### src/rtl/mdu_div.sv
// Iterative radix-2 restoring divider for RV32M DIV/DIVU/REM/REMU.
// One quotient bit per clock; divide-by-zero and signed overflow finish without iterating.
module mdu_div #(
    parameter int WIDTH = 32
) (
    input  logic             clk,
    input  logic             reset,
    input  logic             start,
    input  logic [WIDTH-1:0] a,
    input  logic [WIDTH-1:0] b,
    input  logic [1:0]       div_ctrl,
    output logic             busy,
    output logic             done,
    output logic [WIDTH-1:0] result,
    output logic             zero
);
    localparam int CW = $clog2(WIDTH) + 1;
    localparam logic [WIDTH-1:0] MIN_NEG = {1'b1, {(WIDTH-1){1'b0}}};

    typedef enum logic [1:0] {IDLE, CALC, DONE} state_t;
    state_t state, state_nxt;

    logic [WIDTH-1:0] r_q, q_q, dvsr_q;
    logic [CW-1:0]    cnt_q;
    logic             q_neg, r_neg, sel_rem;

    logic             accept, is_signed, b_zero, ovf, special, last;
    logic [WIDTH-1:0] a_mag, b_mag, sp_res;
    logic [WIDTH:0]   sh_r, trial;
    logic [WIDTH-1:0] r_step, q_step, quot, rem;

    assign accept    = start && (state != CALC);
    assign is_signed = ~div_ctrl[0];
    assign b_zero    = (b == '0);
    assign ovf       = is_signed && (a == MIN_NEG) && (b == '1);
    assign special   = b_zero || ovf;
    assign a_mag     = (is_signed && a[WIDTH-1]) ? -a : a;
    assign b_mag     = (is_signed && b[WIDTH-1]) ? -b : b;
    assign sp_res    = b_zero ? (div_ctrl[1] ? a : '1) : (div_ctrl[1] ? '0 : MIN_NEG);
    assign last      = (cnt_q == CW'(WIDTH - 1));

    // Partial remainder is always below the divisor, so only the shifted value needs the extra bit
    assign sh_r   = {r_q, q_q[WIDTH-1]};
    assign trial  = sh_r - {1'b0, dvsr_q};
    assign r_step = trial[WIDTH] ? sh_r[WIDTH-1:0] : trial[WIDTH-1:0];
    assign q_step = {q_q[WIDTH-2:0], ~trial[WIDTH]};
    assign quot   = q_neg ? -q_step : q_step;
    assign rem    = r_neg ? -r_step : r_step;

    always_comb begin
        state_nxt = state;
        unique case (state)
            IDLE, DONE: state_nxt = accept ? (special ? DONE : CALC) : IDLE;
            CALC:       state_nxt = last ? DONE : CALC;
            default:    state_nxt = IDLE;
        endcase
    end

    always_ff @(posedge clk or negedge reset) begin
        if (!reset) state <= IDLE;
        else        state <= state_nxt;
    end

    // result is written only on the edge entering DONE, so it holds through a following CALC
    always_ff @(posedge clk or negedge reset) begin
        if (!reset) begin
            r_q     <= '0;
            q_q     <= '0;
            dvsr_q  <= '0;
            cnt_q   <= '0;
            q_neg   <= 1'b0;
            r_neg   <= 1'b0;
            sel_rem <= 1'b0;
            result  <= '0;
        end else if (accept) begin
            if (special) begin
                result <= sp_res;
            end else begin
                r_q     <= '0;
                q_q     <= a_mag;
                dvsr_q  <= b_mag;
                cnt_q   <= '0;
                q_neg   <= is_signed && (a[WIDTH-1] ^ b[WIDTH-1]);
                r_neg   <= is_signed && a[WIDTH-1];
                sel_rem <= div_ctrl[1];
            end
        end else if (state == CALC) begin
            r_q   <= r_step;
            q_q   <= q_step;
            cnt_q <= cnt_q + CW'(1);
            if (last) result <= sel_rem ? rem : quot;
        end
    end

    assign busy = (state == CALC);
    assign done = (state == DONE);
    assign zero = (result == '0);
endmodule

### config.mk
export PLATFORM = sky130hd
export DESIGN_NAME = mdu_div
export DESIGN_NICKNAME = d
export VERILOG_FILES = /design/src/rtl/mdu_div.sv
export SDC_FILE = /design/constraint.sdc
export NUM_CORES = 1
export LEC_CHECK = 0
export ABC_CLOCK_PERIOD_IN_PS = 7600
export BUFFER_PORTS_ARGS = -buffer_cell sky130_fd_sc_hd__buf_2
export CAP_MARGIN = 20
export CORE_MARGIN = 2
export CORE_UTILIZATION = 39
export CTS_BUF_LIST = sky130_fd_sc_hd__clkbuf_4 sky130_fd_sc_hd__clkbuf_8 sky130_fd_sc_hd__clkbuf_16
export DETAILED_ROUTE_END_ITERATION = 6
export SLEW_MARGIN = 10
export SYNTH_ARGS = -nofsm -noshare
export SYNTH_HDL_FRONTEND = slang
export SYNTH_SLANG_ARGS = --single-unit
### constraint.sdc
create_clock -name clk -period 7.6 [get_ports clk]
set_input_delay 1.52 -clock clk [delete_from_list [all_inputs] [get_ports clk]]
set_output_delay 1.52 -clock clk [all_outputs]
set_load 0.05 [all_outputs]
==> results_dict.tcl <==
set metrics [dict create \
    syn-instance-count 1532 \
    worst_slack_ps 2270 \
    dp_worst_setup_slack_ps 1930 \
    min_from "dvsr_q[21]$_DFFE_PN0P_" \
    cts_tree "yes" \
    postSynthNetCount 1640 \
    synth_top_cell_area_share_pct 29.3 \
    num_io_pins 104 \
    drv_cap 0 \
    grt_pass1_vias 11200 \
    die_y_um 178 \
    avgSynthCellArea_um2 7.75 \
    fin_tns_setup_ps 0 \
    synth_commonest_cells "o21ai_0 (194), nand2_1 (176), dfrtp_1 (139)" \
    dp_hpwl_mm 30.1 \
    ys_async_sr_fraction_pct 100 \
    synth.yosys.warnings 0 \
    synth.largest_area_cell "dfrtp_1" \
    period_minus_slack_ps 5330 \
    routed_wl_mm 40.1 \
    wl_met2_mm 18.6 \
    viasPerCell 6.01 \
    ys_ff_latch 139 \
    cts-resized-gates 0 \
    start_util_pct 39.9 \
    slowest_stage "or3_4" \
    synthMostInstantiatedCell "o21ai_0" \
    period_share_pct 70.1 \
    cts_setup_buffers 0 \
    fin_cells 1988 \
    core_area_um2 29800 \
    maxSlewViolCount 0 \
    synth_ff_type "dfrtp_1" \
    top_layer "met4" \
    min_path_cells 2 \
    crit_chain "inv_1, ha_1, fa_1, nand2b_1, a21oi_2, o21ai_2, a2111oi_4, o31a_2, nor2_4, inv_2, buf_4, ha_1, nand2_1, or3_4, nand2b_4, o41ai_4, xor2_1, nor2_1, a2111oi_4, a32oi_1" \
    worst_setup_path_start_kind "flip-flop" \
    maxSlewHeadroom_pct 24.6 \
    critical_path.startpoint "q_q[31]$_DFFE_PN0P_" \
    regToRegStartpoint "q_q[31]$_DFFE_PN0P_" \
    dp.cells 1956 \
    rsz0062_at_grt "false" \
    r2r_end "result[26]$_DFFE_PN0P_" \
    synth-edff-count 0 \
    grt_remaining_overflow 0 \
    num_antenna_cells 0 \
    htreeDepth 4 \
    ff2ff_path_depth 20 \
    setup_viol 0 \
    drive_gt1_share_pct 12.0 \
    drt-wirelength-per-cell_um 20.2 \
    antenna_found_initial 0 \
    grt_use_total_pct 25.6 \
    globalplace.congestion 0.894 \
    vias 11900 \
    ys_types 86 \
    crit_fanout 32 \
    hold_viol_final 0 \
    grt_start_max_net_pins 81 \
    path_buf_inv 3 \
    grt_pass1_wl_mm 63.1 \
    cts_made_buffers 17 \
    clk_pin_slew_ps 70 \
    die_w_um 178 \
    min_to "dvsr_q[21]$_DFFE_PN0P_" \
    cp-end-kind "flip-flop" \
    cts.sinks 139 \
    drc 0 \
    synth.area.top_cells "dfrtp_1 (29%), o21ai_0 (8.2%), nand2_1 (5.6%)" \
    first_pass_iters 5 \
    fin_worst_skew_ps 12.6 \
    reg2reg_slack_ps 2270 \
    worstPathArrival_ps 5600 \
    die-area_um2 31900 \
    dr_wl_met3_mm 2.57 \
    area_delta_synth_final_pct 11.4 \
    nets 1694 \
    m1WireLength_mm 17.8 \
    rows 63 \
    cts_hold_buf 0 \
    ys_seq_area_share_pct 29.3 \
    cp_top_family "compound AO/OA/AOI/OAI gates" \
    cp.required_ps 7870 \
    final_antenna_net_count 0 \
    port_buffers 103 \
    path_class "flip-flop to flip-flop" \
    fmax_ghz 0.188 \
    max_stage_delay_ps 460 \
    hold_class "flip-flop to flip-flop" \
    drtIter0Drc 1161 \
    worst_skew_pair.late_latency_ps 440 \
    netlist_area_um2 11900 \
    outcome "complete, no violations" \
    worstMarginPinSlew_ps 1130 \
    clockBufferDepth 2 \
    cts_root_buf "clkbuf_16" \
]
worst max-delay path by stage:
stage	slack (ps)	depth (start not counted)	end
6_report	2270	20	result[26]$_DFFE_PN0P_
5_1_grt	1810	23	result[22]$_DFFE_PN0P_
4_1_cts	2330	20	result[26]$_DFFE_PN0P_
3_5_place_dp	1930	12	q_q[23]$_DFFE_PN0P_
3_3_place_gp	2090	13	q_q[31]$_DFFE_PN0P_
2_1_floorplan	2670	26	result[22]$_DFFE_PN0P_
registers in the layout, indices dropped and copies added, names as in the netlist:
name,cells
sel_rem,1
result,32
state,2
q_neg,1
r_q,32
q_q,32
cnt_q,6
r_neg,1
dvsr_q,32
metal layers:
layer / vias up / GRT usage, %
li1: 5698 / -
met1: 5758 / 34.8
met2: 422 / 41.2
met3: 70 / 4.90
met4: 0 / 7.83
met5: - / 0
layout by cell type (no fill, tap or decap), types with 6 or more instances in the layout:
master	n
nand4_1	24
nand3_1	49
a221oi_1	12
nor2b_1	11
buf_2	102
a21oi_1	100
or3_1	22
nor2_1	129
dfrtp_1	139
a21o_1	12
nor3_1	32
clkbuf_16	17
a211o_1	6
inv_1	55
a211oi_1	11
o41ai_1	15
xor2_1	61
and2_1	10
o211ai_1	29
o21a_1	10
o31ai_1	26
nand2b_1	14
buf_4	16
ha_1	38
a21boi_0	7
and3_1	7
nand2_1	175
xnor2_1	73
a31oi_1	20
mux2i_1	26
o21ai_0	194
o21ai_1	11
nor4_1	24
layout make-up:
cell class              instances  area [µm²]
clock buffers                  20         460
clock inverters                11        72.6
fillers                      3050       16600
inverters                      56         210
multi-input cells            1251        7840
flip-flops and latches        139        3480
well taps                     390         488
repair buffers                121         677
worst register-to-register path: stages, from the launching register on:
cell	delay (ps)
dfrtp_1	420
inv_1	70
ha_1	230
fa_1	400
nand2b_1	190
a21oi_2	290
o21ai_2	150
a2111oi_4	420
o31a_2	410
nor2_4	80
inv_2	120
buf_4	360
ha_1	290
nand2_1	180
or3_4	460
nand2b_4	180
o41ai_4	230
xor2_1	190
nor2_1	90
a2111oi_4	330
a32oi_1	90
cells by family (layout without fill, tap and decap cells):
logic type               after synthesis  in the layout  share of synthesized area, %
flip-flops                           139            139                          29.3
multiplexers                          30             30                          2.57
adder cells (fa/ha/maj)               39             39                          4.17
AO/OA/AOI/OAI                        506            506                          27.1
buffers and inverters                142            208                          4.85
XOR/XNOR                             134            134                          9.88
AND/OR/NAND/NOR                      542            542                          22.2
per-stage QoR:
stage	util (%)	hold WS, ps	instance area [µm²]
floorplan	-	450	11900
global placement	42.5	464	12700
detailed placement	42.5	475	12700
CTS	44.3	489	13200
global route	44.4	507	13200
finish	44.4	485	13200
Power is not shown: default switching activity piles up to over one toggle a cycle in this logic, so the estimate is an artifact.
